File: src/rtl/hand_dealer.sv
`default_nettype none
// ============================================================================
//  Module      : hand_dealer
//  Description : Deals cards from a free-running 1..13 counter into two
//                three-slot hands (player / banker) and keeps a running
//                mod-10 score for each. Optional build macro FREEZE_CARD_EN
//                adds a freeze_card input that holds the card counter.
//  Revision    : 1.0 - initial release
// ============================================================================
module hand_dealer #(
    parameter int NUM_SLOTS = 3
) (
    input  logic       slow_clock,
    input  logic       reset,
`ifdef FREEZE_CARD_EN
    input  logic       freeze_card,
`endif
    input  logic       deal_valid,
    input  logic       deal_hand,
    output logic       deal_ready,
    input  logic       clear_hands,
    output logic [3:0] pcard1,
    output logic [3:0] pcard2,
    output logic [3:0] pcard3,
    output logic [3:0] dcard1,
    output logic [3:0] dcard2,
    output logic [3:0] dcard3,
    output logic [3:0] pscore,
    output logic [3:0] dscore,
    output logic       overflow
);

    localparam int         IDX_W    = (NUM_SLOTS > 1) ? $clog2(NUM_SLOTS) : 1;
    localparam logic [3:0] CARD_MIN = 4'd1;
    localparam logic [3:0] CARD_MAX = 4'd13;

    typedef enum logic [1:0] {
        IDLE  = 2'd0,
        LOAD  = 2'd1,
        SCORE = 2'd2
    } state_t;

    state_t           state_q, state_d;
    logic [3:0]       cnt_q, cnt_d;
    logic [3:0]       card_q, card_d;
    logic             hand_q, hand_d;
    logic [3:0]       pslot_q [NUM_SLOTS];
    logic [3:0]       pslot_d [NUM_SLOTS];
    logic [3:0]       dslot_q [NUM_SLOTS];
    logic [3:0]       dslot_d [NUM_SLOTS];
    logic [3:0]       pscore_q, pscore_d;
    logic [3:0]       dscore_q, dscore_d;
    logic             ovf_q, ovf_d;
    logic             cnt_hold;
    logic             p_free, d_free;
    logic [IDX_W-1:0] p_idx, d_idx;

`ifdef FREEZE_CARD_EN
    assign cnt_hold = freeze_card;
`else
    assign cnt_hold = 1'b0;
`endif

    // Picture cards (10..13) count zero; the total of three cards is at most 27.
    function automatic logic [3:0] hand_score(input logic [3:0] slots [NUM_SLOTS]);
        logic [5:0] sum;
        sum = '0;
        for (int i = 0; i < NUM_SLOTS; i++) begin
            if (slots[i] <= 4'd9) begin
                sum = sum + {2'b00, slots[i]};
            end
        end
        if (sum >= 6'd20) begin
            sum = sum - 6'd20;
        end else if (sum >= 6'd10) begin
            sum = sum - 6'd10;
        end
        return sum[3:0];
    endfunction

    // Card source: advance 1..13 and wrap, independent of deals and clears.
    always_comb begin
        cnt_d = cnt_q;
        if (!cnt_hold) begin
            cnt_d = (cnt_q == CARD_MAX) ? CARD_MIN : cnt_q + 4'd1;
        end
    end

    // Card counter register.
    always_ff @(posedge slow_clock or posedge reset) begin
        if (reset) begin
            cnt_q <= CARD_MIN;
        end else begin
            cnt_q <= cnt_d;
        end
    end

    // Locate the lowest-numbered empty slot of each hand (code 0 = empty).
    always_comb begin
        p_free = 1'b0;
        d_free = 1'b0;
        p_idx  = '0;
        d_idx  = '0;
        for (int i = NUM_SLOTS - 1; i >= 0; i--) begin
            if (pslot_q[i] == 4'd0) begin
                p_free = 1'b1;
                p_idx  = IDX_W'(i);
            end
            if (dslot_q[i] == 4'd0) begin
                d_free = 1'b1;
                d_idx  = IDX_W'(i);
            end
        end
    end

    // Next-state and datapath: capture in IDLE, write slot in LOAD, score in SCORE.
    always_comb begin
        state_d  = state_q;
        card_d   = card_q;
        hand_d   = hand_q;
        pslot_d  = pslot_q;
        dslot_d  = dslot_q;
        pscore_d = pscore_q;
        dscore_d = dscore_q;
        ovf_d    = ovf_q;

        case (state_q)
            IDLE: begin
                if (deal_valid) begin
                    state_d = LOAD;
                    card_d  = cnt_q;
                    hand_d  = deal_hand;
                end
            end
            LOAD: begin
                state_d = SCORE;
                if (hand_q) begin
                    if (d_free) begin
                        dslot_d[d_idx] = card_q;
                    end else begin
                        ovf_d = 1'b1;
                    end
                end else begin
                    if (p_free) begin
                        pslot_d[p_idx] = card_q;
                    end else begin
                        ovf_d = 1'b1;
                    end
                end
            end
            SCORE: begin
                state_d  = IDLE;
                pscore_d = hand_score(pslot_q);
                dscore_d = hand_score(dslot_q);
            end
            default: begin
                state_d = IDLE;
            end
        endcase

        // Clearing overrides everything, including a request on the same edge.
        if (clear_hands) begin
            state_d  = IDLE;
            pscore_d = '0;
            dscore_d = '0;
            ovf_d    = 1'b0;
            for (int i = 0; i < NUM_SLOTS; i++) begin
                pslot_d[i] = '0;
                dslot_d[i] = '0;
            end
        end
    end

    // FSM state register.
    always_ff @(posedge slow_clock or posedge reset) begin
        if (reset) begin
            state_q <= IDLE;
        end else begin
            state_q <= state_d;
        end
    end

    // Hand, score and flag registers.
    always_ff @(posedge slow_clock or posedge reset) begin
        if (reset) begin
            card_q   <= '0;
            hand_q   <= 1'b0;
            pscore_q <= '0;
            dscore_q <= '0;
            ovf_q    <= 1'b0;
            for (int i = 0; i < NUM_SLOTS; i++) begin
                pslot_q[i] <= '0;
                dslot_q[i] <= '0;
            end
        end else begin
            card_q   <= card_d;
            hand_q   <= hand_d;
            pscore_q <= pscore_d;
            dscore_q <= dscore_d;
            ovf_q    <= ovf_d;
            pslot_q  <= pslot_d;
            dslot_q  <= dslot_d;
        end
    end

    assign deal_ready = (state_q == IDLE);
    assign pcard1     = pslot_q[0];
    assign pcard2     = pslot_q[1];
    assign pcard3     = pslot_q[2];
    assign dcard1     = dslot_q[0];
    assign dcard2     = dslot_q[1];
    assign dcard3     = dslot_q[2];
    assign pscore     = pscore_q;
    assign dscore     = dscore_q;
    assign overflow   = ovf_q;

endmodule
`default_nettype wire
File: config.mk
export PLATFORM = sky130hd
export DESIGN_NAME = hand_dealer
export DESIGN_NICKNAME = d
export VERILOG_FILES = /design/src/rtl/hand_dealer.sv
export SDC_FILE = /design/constraint.sdc
export NUM_CORES = 1
export LEC_CHECK = 0
export BUFFER_PORTS_ARGS = -buffer_cell sky130_fd_sc_hd__buf_2
export CAP_MARGIN = 15
export CORE_UTILIZATION = 37
export CTS_CLUSTER_DIAMETER = 50
export DETAILED_ROUTE_END_ITERATION = 16
export HOLD_SLACK_MARGIN = 0.15
export PLACE_DENSITY_LB_ADDON = 0.12
export SLEW_MARGIN = 10
export SYNTH_ARGS = -nofsm -noshare
export SYNTH_HDL_FRONTEND = slang
export SYNTH_SLANG_ARGS = --single-unit
File: constraint.sdc
create_clock -name slow_clock -period 3.6 [get_ports slow_clock]
set_clock_uncertainty 0.1 [all_clocks]
set_input_delay 0.54 -clock slow_clock [delete_from_list [all_inputs] [get_ports slow_clock]]
set_output_delay 0.54 -clock slow_clock [all_outputs]
set_load 0.02 [all_outputs]
# Yosys cells after proc, flatten, opt, wreduce, memory -nomap -nowiden
# Cells that the tools add are included.
# totals
register_bits	44
inputBits	5
output_inout_bits	34
elab_cells	118
# classes
add_sub_neg	9
n_lt_le_gt_ge	14
eq_ne	7
n_mux	55
n_bitwise	2
reduce_logical	18
# ops
op	n
2-to-1 mux 12 bit	8
2-to-1 mux 6 bit	10
2-to-1 mux 4 bit	13
adder 6 x 4 -> 6 bit	4
bitwise mux 12 bit	2
<= comparator 4 bit (second input constant)	6
logical NOT 4 bit	6
demux 4 bit (select 2 bit)	2
2-to-1 mux 2 bit	8
>= comparator 6 x 4 -> 1 bit (second input constant)	2
>= comparator 6 x 5 -> 1 bit (second input constant)	2
2-to-1 mux 1 bit	11
nonzero test 2 bit	5
AND reduction 3 bit	3
subtractor 4 x 3 -> 4 bit (second input constant)	2
subtractor 4 bit (second input constant)	2
>= comparator 3 bit (second input constant)	2
< comparator 3 x 1 -> 1 bit (second input constant)	2
!= test 3 bit (second input constant)	2
NOT 2 -> 3 bit	2
adder 4 x 1 -> 4 bit (second input constant)	1
== test 4 bit (second input constant)	1
one-hot mux 2 bit (2 select lines)	1
!= test 3 x 2 -> 1 bit (second input constant)	1
6 further kinds	7

# Depth between registers and ports, before layout
# Gate-level depths: netlist (run 1).
# depth
depth_word	14
ltp_mapped	18
depth_no_buf	18

# Least setup slack after synthesis (run 1)
# Ideal clock, no wire load.
# synth_path
kind	flip-flop to flip-flop
startpoint	register pslot_q, in the netlist pcard1[3]
endpoint	register pscore_q[3], in the netlist pscore[3]
setup_ns	0.122
arrival_ns	3.622
slack_ns	-0.244
path_stages_with_launch	17
path_buffers	0
cell_sequence	dfrtp_1 -> o21ai_0 -> and2_1 -> ha_1 -> inv_1 -> fa_1 -> mux2i_1 -> ha_1 -> a21o_1 -> a21oi_1 -> xnor2_1 -> mux2_2 -> ha_1 -> a221oi_4 -> or3_1 -> o211ai_1 -> a32o_1
# synth_between
elab_chain_cells	14
word_cells_on_any_way	17
# synth_lines
item	line_no	rtl
start: declaration	47	logic [3:0] pslot_q [NUM_SLOTS];
start signal: assignment	201	pslot_q <= pslot_d;
<= comparator 4 bit	69	if (slots[i] <= 4'd9) begin
2-to-1 mux 4 bit *	69	
2-to-1 mux 6 bit *	127	case (state_q)
adder 6 x 4 -> 6 bit	70	sum = sum + {2'b00, slots[i]};
2-to-1 mux 6 bit *	69	
2-to-1 mux 6 bit *	127	
adder 6 x 4 -> 6 bit	70	
2-to-1 mux 6 bit *	69	
2-to-1 mux 6 bit *	127	
>= comparator 6 x 4 -> 1 bit / subtractor 4 bit (equally long branches)	75, 76	
2-to-1 mux 4 bit	75	end else if (sum >= 6'd10) begin
2-to-1 mux 4 bit *	73	if (sum >= 6'd20) begin
2-to-1 mux 4 bit *	127	
2-to-1 mux 4 bit *	162	if (clear_hands) begin
end signal: assignment	198	pscore_q <= pscore_d;
end: declaration	51	logic [3:0] pscore_q, pscore_d;
# Mark *: on every way between the ends. The rest lies on a longest branch, timed or not. The select of a mux whose other input is x is not followed.
# A chain may end at the register's enable or synchronous reset.

# Worst setup path after layout (run 1)
# layout_path
startpoint	register pslot_q, in the netlist pcard1[2]
endpoint	register pscore_q[3], in the netlist pscore[3]
# The elaborated chain is that of the path after synthesis.

==> results.cfg, run 1 <==
[status]
status = finished, violations left
violations = setup timing

[place]
place_area_um2 = 3740
gp_congestion = 0.801
numPortBuffers = 38
dp_hpwl_um = 5600
place_ws_ns = -0.175
placedCellCount = 489

[floorplanning]
io_pins = 39
die_x_um = 92.4
rows = 32
die_area_um2 = 8530
die_y_um = 92.4
start_util = 0.387
core-area_um2 = 7810

[timing]
clock.fmax_ghz = 0.274
hold_viol = 0
finalMaxSlewViolations = 0
setup_ws_ns = -0.0521
tightest_slew_ns = 0.928
rsz0062_at_grt = yes
min_period_ns = 3.65
slew_headroom = 0.380
setup_viol = 4
timing.hold.ws_ns = 0.380
fin_crit_sh = 1.01
tns_ns = -0.136

[logic_synthesis]
synth_area_leaders = dfrtp_1 (36%), ha_1 (12%), a21oi_1 (6.0%), nor2_1 (4.1%), mux2_2 (3.4%)
yosys_warnings = 0
synth_top_flop_cell = dfrtp_1
netlist_instances = 312
async_flop_share = 1.00
synth-seq-cells = 44
synth.avg_cell_area_um2 = 9.68
syn_area_um2 = 3020
synth.yosys.seq_area_share = 0.365
syn-num-nets = 351
yosysTopAreaCellShare = 0.356
yosys.area.top_type = dfrtp_1
synth_edf_count = 0
synthDistinctLibCells = 49

[layout]
layout_commonest_cell = buf_4
layout-drive-gt1-share = 0.396
area.growth.synth_to_final_pct = 32.6
diodes = 0
n_fill_cell = 747
fin_area_um2 = 4010
final_cell_mix = buf_4 (53), buf_2 (38), dfrtp_1 (37)
final_util = 0.513
final_cells = 511
nNetsFinal = 447

[worst_setup_path]
reg2reg_to = pscore[3]
critical_path.top_delay_family = adder cells
critPathArrivalTime_ns = 3.74
startpoint = pcard1[2]
end_kind = flop
path_common_cell = ha_1
crit_chain = o21ai_2, and2_1, ha_2, inv_2, fa_2, mux2i_2, ha_1, a21o_1, a21oi_2, xnor2_1, mux2_4, inv_4, ha_1, o31ai_1, a31o_1, nand2_2, o211ai_1, a32o_1
cp.required_ns = 3.68
cp-start-kind = flop
crit_end = pscore[3]
reg2regPathDepth = 18
cpMaxStageDelayCell = fa_2
slowest_delay_ns = 0.52
cp_max_fo = 4
rrSetupSlack_ns = -0.05
crit_buf_inv = 2
cp.depth = 18
critPathKind = flop to flop
r2r-start = pcard1[2]

[clocking]
clock-sinks = 44
htreeDepth = 2
numCtsBuffers = 5
cts.path.max_buffers = 2
clk_pin_slew_ns = 0.08
clock_latency_ns = 0.29
cts_tree = done
cts_root_buffer = clkbuf_8

[route]
route.detailed.drc = 0
drt-total-wl_um = 7300
postRouteAntennaNets = 0
wl_per_cell_um = 14.3
drtPass1Iterations = 4
first_iter_violations = 88
num_vias = 2659
detail_route.vias_per_cell = 5.20

[grt]
grt_pass1_vias = 2549
grt_usage = 0.182
grt_max_degree = 31
antenna_found_initial = 0
globalRouteOverflowTotal = 0
grt_pass1_wl_um = 12400

[power_and_ir_drop]
leakage_nw = 1.98
swShare = 0.282
peakVddDrop_mv = 0.149
power_density_nw_per_um2 = 252
power_frac_comb = 0.179
switchingPower_mw = 0.285
power_mw = 1.01
p_int_mw = 0.726
clkPwrFrac = 0.297
pwr-share-seq = 0.524

[min_path]
hold_class = flop to flop

[flow_run]
max_cap_violations = 0
==> worst min-delay path by stage <==
stage,startpoint,to,slack [ns],depth (start not counted)
2_1_floorplan,cnt_q[0],cnt_q[0],0.37,1
3_3_place_gp,pscore[0],pscore[0],0.36,2
3_5_place_dp,pscore[1],pscore[1],0.37,2
4_1_cts,deal_hand,hand_q,0.37,2
5_1_grt,deal_hand,hand_q,0.38,2
6_report,pscore[1],pscore[1],0.38,2
==> power by group through the flow <==
stage	Clock, mW	Combinational [mW]	Sequential [mW]
2_1_floorplan	0	0.100	0.540
3_5_place_dp	0	0.168	0.539
3_3_place_gp	0	0.166	0.539
4_1_cts	0.313	0.181	0.530
5_1_grt	0.337	0.201	0.533
6_report	0.300	0.181	0.530
==> cells by family after synthesis <==
group,count (synthesis),share of synthesized area
AOI/OAI and AO/OA,87,0.199
xor gates and xnor gates,6,0.0174
adders and majority gates,34,0.151
buffers and inverters,19,0.0236
DFF,44,0.365
muxes,15,0.0568
and+or+nand+nor,107,0.188
==> state kept, by name, summed over array words and instances, names as in the netlist <==
register  count
card_q        4
cnt_q         4
dcard1        4
dcard2        4
dcard3        4
dscore        4
hand_q        1
overflow      1
pcard1        4
pcard2        4
pcard3        4
pscore        4
state_q       2
==> synth_stat cells, drive strengths merged (5+ instances only) <==
cell type and instances:
a21oi 36, and2 5, dfrtp 43, ha 30
inv 15, mux2 11, nand2 19, nand3 10
nand4 8, nor2 33, nor2b 5, nor3b 5
o21ai 14, or4 6, xnor2 6
==> cell type report <==
cell class                 instances  area [µm²]  area share
timing repair buffer              93         609       0.152
multi-input combinational        249        2020       0.503
inverter                          15        61.3      0.0153
clock buffer                       7        76.3      0.0191
sequential                        44        1110       0.277
clock inverter                     1        5.00     0.00125
tap                              102         128      0.0319
==> tightest hold or removal path: stages, from the launching register on <==
cell and delay [ns]:
dfrtp_1 0.35, nand2_1 0.05, nand3_1 0.05
==> routing by layer <==
metal / track usage / wire length (µm) / vias up
met5: 0 / 0 / -
met4: 0.0260 / 49 / 0
met3: 0.0353 / 190 / 7
met2: 0.306 / 3510 / 38
met1: 0.247 / 3550 / 1279
li1: - / - / 1335
==> timing repair <==
action	CTS	global route
endpoints found under the setup margin	6	6
setup buffers	11	2
hold buffers	1	0
hold endpoints to repair	14	0
pin swaps	10	5
gates resized for setup	18	3
(Power assumes the default switching activity.)
==> inputs of run 2 (changes only) <==
--- a/config.mk
+++ b/config.mk
@@ -5,6 +5,7 @@
 export SDC_FILE = /design/constraint.sdc
 export NUM_CORES = 1
 export LEC_CHECK = 0
+export ABC_AREA = 1
 export BUFFER_PORTS_ARGS = -buffer_cell sky130_fd_sc_hd__buf_2
 export CAP_MARGIN = 15
 export CORE_UTILIZATION = 37
==> results.cfg, run 2 <==
[status]
status = finished, violations left
violations = DRC

[layout]
fin_area_um2 = 4350
layout-drive-gt1-share = 0.368
diodes = 0
area.growth.synth_to_final_pct = 27.9
nNetsFinal = 582
layout_commonest_cell = nand2_1
final_util = 0.494
final_cells = 652
final_cell_mix = nand2_1 (100), inv_1 (45), dfrtp_1 (43)

[grt]
grt_pass1_wl_um = 13900
grt_max_degree = 45
grt_usage = 0.176
globalRouteOverflowTotal = 0
antenna_found_initial = 0
grt_pass1_vias = 3085

[power_and_ir_drop]
p_int_mw = 0.711
power_density_nw_per_um2 = 229
switchingPower_mw = 0.287
peakVddDrop_mv = 0.211
power_mw = 0.999
power_frac_comb = 0.181
clkPwrFrac = 0.305
leakage_nw = 2.34
pwr-share-seq = 0.514
swShare = 0.288

[logic_synthesis]
synth_area_leaders = dfrtp_1 (32%), nand2_1 (12%), ha_1 (11%), inv_1 (6.6%), nand3_1 (5.3%)
synth_top_flop_cell = dfrtp_1
synth_common_cells = nand2_1 (113), inv_1 (60), dfrtp_1 (43)
yosysMostFrequentCell = nand2_1
syn-num-nets = 498
netlist_instances = 459
async_flop_share = 1.00
syn_area_um2 = 3400
synth.yosys.seq_area_share = 0.324
synthDistinctLibCells = 34
synth_edf_count = 0
yosys.area.top_type = dfrtp_1
synth-seq-cells = 44
yosys_warnings = 0
synth.avg_cell_area_um2 = 7.42
yosysTopAreaCellShare = 0.316

[timing]
fin_crit_sh = 0.971
setup_viol = 0
timing.hold.ws_ns = 0.272
finalMaxSlewViolations = 0
min_period_ns = 3.50
clock.fmax_ghz = 0.286
rsz0062_at_grt = yes
tns_ns = 0
setup_ws_ns = 0.104
slew_headroom = 0.627
hold_viol = 0
tightest_slew_ns = 0.560

[floorplanning]
io_pins = 39
rows = 34
die_x_um = 97.9
core-area_um2 = 8810
die_area_um2 = 9590
start_util = 0.387
die_y_um = 97.9

[clocking]
cts_tree = done
cts.path.max_buffers = 2
clock_latency_ns = 0.30
hold_buffers = 0
clk_pin_slew_ns = 0.09
clock-sinks = 44
numCtsBuffers = 5
cts_root_buffer = clkbuf_8
htreeDepth = 2

[worst_setup_path]
startpoint = pcard1[1]
reg2reg_to = pscore[3]
cp_max_fo = 4
critPathKind = flop to flop
rrSetupSlack_ns = 0.10
reg2regPathDepth = 28
crit_buf_inv = 11
cpMaxStageDelayCell = dfrtp_1
r2r-start = pcard1[1]
critical_path.top_delay_family = buffers and inverters
end_kind = flop
slowest_delay_ns = 0.39
cp-start-kind = flop
critPathArrivalTime_ns = 3.59
cp.required_ns = 3.69

[place]
place_area_um2 = 3920
numPortBuffers = 38
placedCellCount = 629
gp_congestion = 0.843
place_ws_ns = -0.0965
dp_hpwl_um = 6160

[route]
postRouteAntennaNets = 0
first_iter_violations = 120
detail_route.vias_per_cell = 4.84
num_vias = 3153
route.detailed.drc = 4
wl_per_cell_um = 12.4
drt-total-wl_um = 8120
drtPass1Iterations = 10

[flow_run]
max_cap_violations = 0

[min_path]
hold_class = primary input to asynchronous set/reset pin
-- run 2: cell type report --
cell class | instances | area, µm²
clock buffer | 6 | 72.6
multi-input combinational | 340 | 2250
tap | 108 | 135
fill | 912 | 4450
timing repair buffer | 79 | 502
inverter | 73 | 279
clock inverter | 2 | 12.5
sequential | 44 | 1100
-- run 2: power groups by stage --
stage | clock network [mW] | logic [mW] | registers (mW)
CTS | 0.312 | 0.163 | 0.513
detailed placement | 0 | 0.155 | 0.523
finish | 0.305 | 0.181 | 0.513
floorplan | 0 | 0.0993 | 0.527
global route | 0.333 | 0.204 | 0.515
global placement | 0 | 0.154 | 0.522
-- run 2: metal layers --
layer,wire length [µm],part of all wire,global-route usage,vias to the layer above
li1,-,-,-,1648
met1,4020,0.50,0.234,1463
met2,3830,0.47,0.305,35
met3,213,0.026,0.0286,7
met4,53,0.0065,0.0303,0
met5,0,0,0,-
-- run 2: worst max path at each step --
stage	endpoint	slack [ns]	cells after the start
4_1_cts	dscore[1]	0.01	28
2_1_floorplan	pscore[2]	0.007	28
6_report	pscore[3]	0.10	28
3_3_place_gp	dscore[1]	-0.07	28
3_5_place_dp	pscore[3]	-0.1	29
5_1_grt	pscore[3]	-0.19	27
-- run 2: timing repair --
item / 4_1_cts / 5_1_grt
pin swaps: 1 / 38
setup endpoints to repair: 6 / 6
resized for setup: 11 / 60
setup buffers: 7 / 8
-- run 2: worst min-delay path, cell delays in order --
cell and delay (ns):
buf_2 0.10, clkinv_1 0.04, buf_4 0.46
-- run 2: logic make-up (layout without fill, tap and decap cells) --
kind of cell,Yosys count,in the layout,share of synthesized area
buf+inv,75,160,0.0842
compound gates,68,68,0.121
fa+ha+maj,34,34,0.134
flops,44,44,0.324
simple gates,238,238,0.338
==> inputs of run 3 (changes only) <==
--- a/config.mk
+++ b/config.mk
@@ -8,6 +8,7 @@
 export ABC_AREA = 1
 export BUFFER_PORTS_ARGS = -buffer_cell sky130_fd_sc_hd__buf_2
 export CAP_MARGIN = 15
+export CORE_MARGIN = 10
 export CORE_UTILIZATION = 37
 export CTS_CLUSTER_DIAMETER = 50
 export DETAILED_ROUTE_END_ITERATION = 16
==> results.cfg, run 3 (synthesis gave the netlist of run 2 again) <==
[status]
status = completed

[power_and_ir_drop]
leakage_nw = 2.38
peakVddDrop_mv = 0.214
power_density_nw_per_um2 = 249

[timing]
setup_viol = 0
clock.fmax_ghz = 0.286
tightest_slew_ns = 1.01
fin_crit_sh = 0.973
rsz0062_at_grt = yes
finalMaxSlewViolations = 0
slew_headroom = 0.325
min_period_ns = 3.50
timing.hold.ws_ns = 0.253
hold_viol = 0
tns_ns = 0

[clocking]
clock_latency_ns = 0.30
clk_pin_slew_ns = 0.09
cts_tree = done
numCtsBuffers = 5
clock-sinks = 44
cts.path.max_buffers = 2
cts_root_buffer = clkbuf_8
htreeDepth = 2

[route]
wl_per_cell_um = 13.1
drt-total-wl_um = 8550
num_vias = 3161
first_iter_violations = 182
detail_route.vias_per_cell = 4.86
route.detailed.drc = 0
drtPass1Iterations = 4
postRouteAntennaNets = 0

[worst_setup_path]
critical_path.top_delay_family = simple AND/OR/NAND/NOR gates
critPathArrivalTime_ns = 3.59
cpMaxStageDelayCell = dfrtp_1
cp.required_ns = 3.69
crit_buf_inv = 6
cp_max_fo = 5
end_kind = flop
rrSetupSlack_ns = 0.1
slowest_delay_ns = 0.39
critPathKind = flop to flop
cp-start-kind = flop

[layout]
n_fill_cell = 856
multi_input_area_um2 = 2280
final_util = 0.499
layout-drive-gt1-share = 0.381
nNetsFinal = 581
diodes = 0
final_cell_mix = nand2_1 (96), inv_1 (45), dfrtp_1 (43)
area.growth.synth_to_final_pct = 29.7
seq_area_um2 = 1100
layout_commonest_cell = nand2_1

[floorplanning]
core-area_um2 = 8850
die_area_um2 = 13400
die_y_um = 116
rows = 34
io_pins = 39
start_util = 0.385
die_x_um = 116

[flow_run]
max_cap_violations = 0

[grt]
grt_pass1_vias = 3048
grt_max_degree = 28
grt_pass1_wl_um = 14600
antenna_found_initial = 0
grt_usage = 0.131
globalRouteOverflowTotal = 0

[place]
dp_hpwl_um = 6620
numPortBuffers = 38
gp_congestion = 0.815

[min_path]
hold_class = primary input to asynchronous set/reset pin
run 3: cell types whose count changed in the layout (fill, tap and decap cells not counted), moves of 2 or more:
cell / delta
o21ai_1: -2
nand2_1: -4
nand2_4: +3
nand3_1: +3
o21ai_2: +3
ha_1: -2
nand3_2: -5
ha_2: +2
nand3_4: +2
run 3: metal layers:
metal / routed length [µm] / part of all wire / global-route usage
met1: 4310 / 0.50 / 0.181
met4: 29 / 0.0034 / 0.0250
met3: 286 / 0.033 / 0.0248
met2: 3920 / 0.46 / 0.210
met5: 0 / 0 / 0
run 3: per-stage QoR:
stage                     total power [mW]  cells  cell area (µm²)  setup WS, ns
final                                 1.10    651             4410        0.0984
after global routing                  1.16    651             4410        -0.154
after CTS                             1.09    640             4100        0.0158
after detailed placement             0.681    630             3930        -0.145
after global placement               0.681    630             3930        -0.127
after floorplan                      0.626    459             3400       0.00709
run 3: area by class of cell:
class,instances,area share
tap,108,0.0306
clock inverter,2,0.00879
inverter,73,0.0638
multi-input combinational,340,0.517
clock buffer,6,0.0187
sequential,44,0.250
timing repair buffer,78,0.111
run 3: power breakdown:
| part | leakage (nW) | internal, mW | switching (mW) |
|---|---|---|---|
| combinational | 1.73 | 0.0686 | 0.113 |
| sequential | 0.590 | 0.506 | 0.00813 |
| clock | 0.0614 | 0.227 | 0.176 |
run 3: worst paths after layout:
kind / from / end / cells past startpoint
max: dcard1[1] / dscore[3] / 28
min: reset / dscore[2] / 2
max reg2reg: dcard1[1] / dscore[3] / 28
min reg2reg: pscore[3] / pscore[3] / 2
max in group asynchronous: reset / pcard3[3] / 3
min in group slow_clock: clear_hands / overflow / 2
run 3: repair_timing:
action                                  4_1_cts  5_1_grt
gates resized for setup                      11       71
buffers inserted                              2       11
cloned                                        0        0
pin swaps                                     0       46
endpoints found under the setup margin        6        6
hold buffers                                  0        0
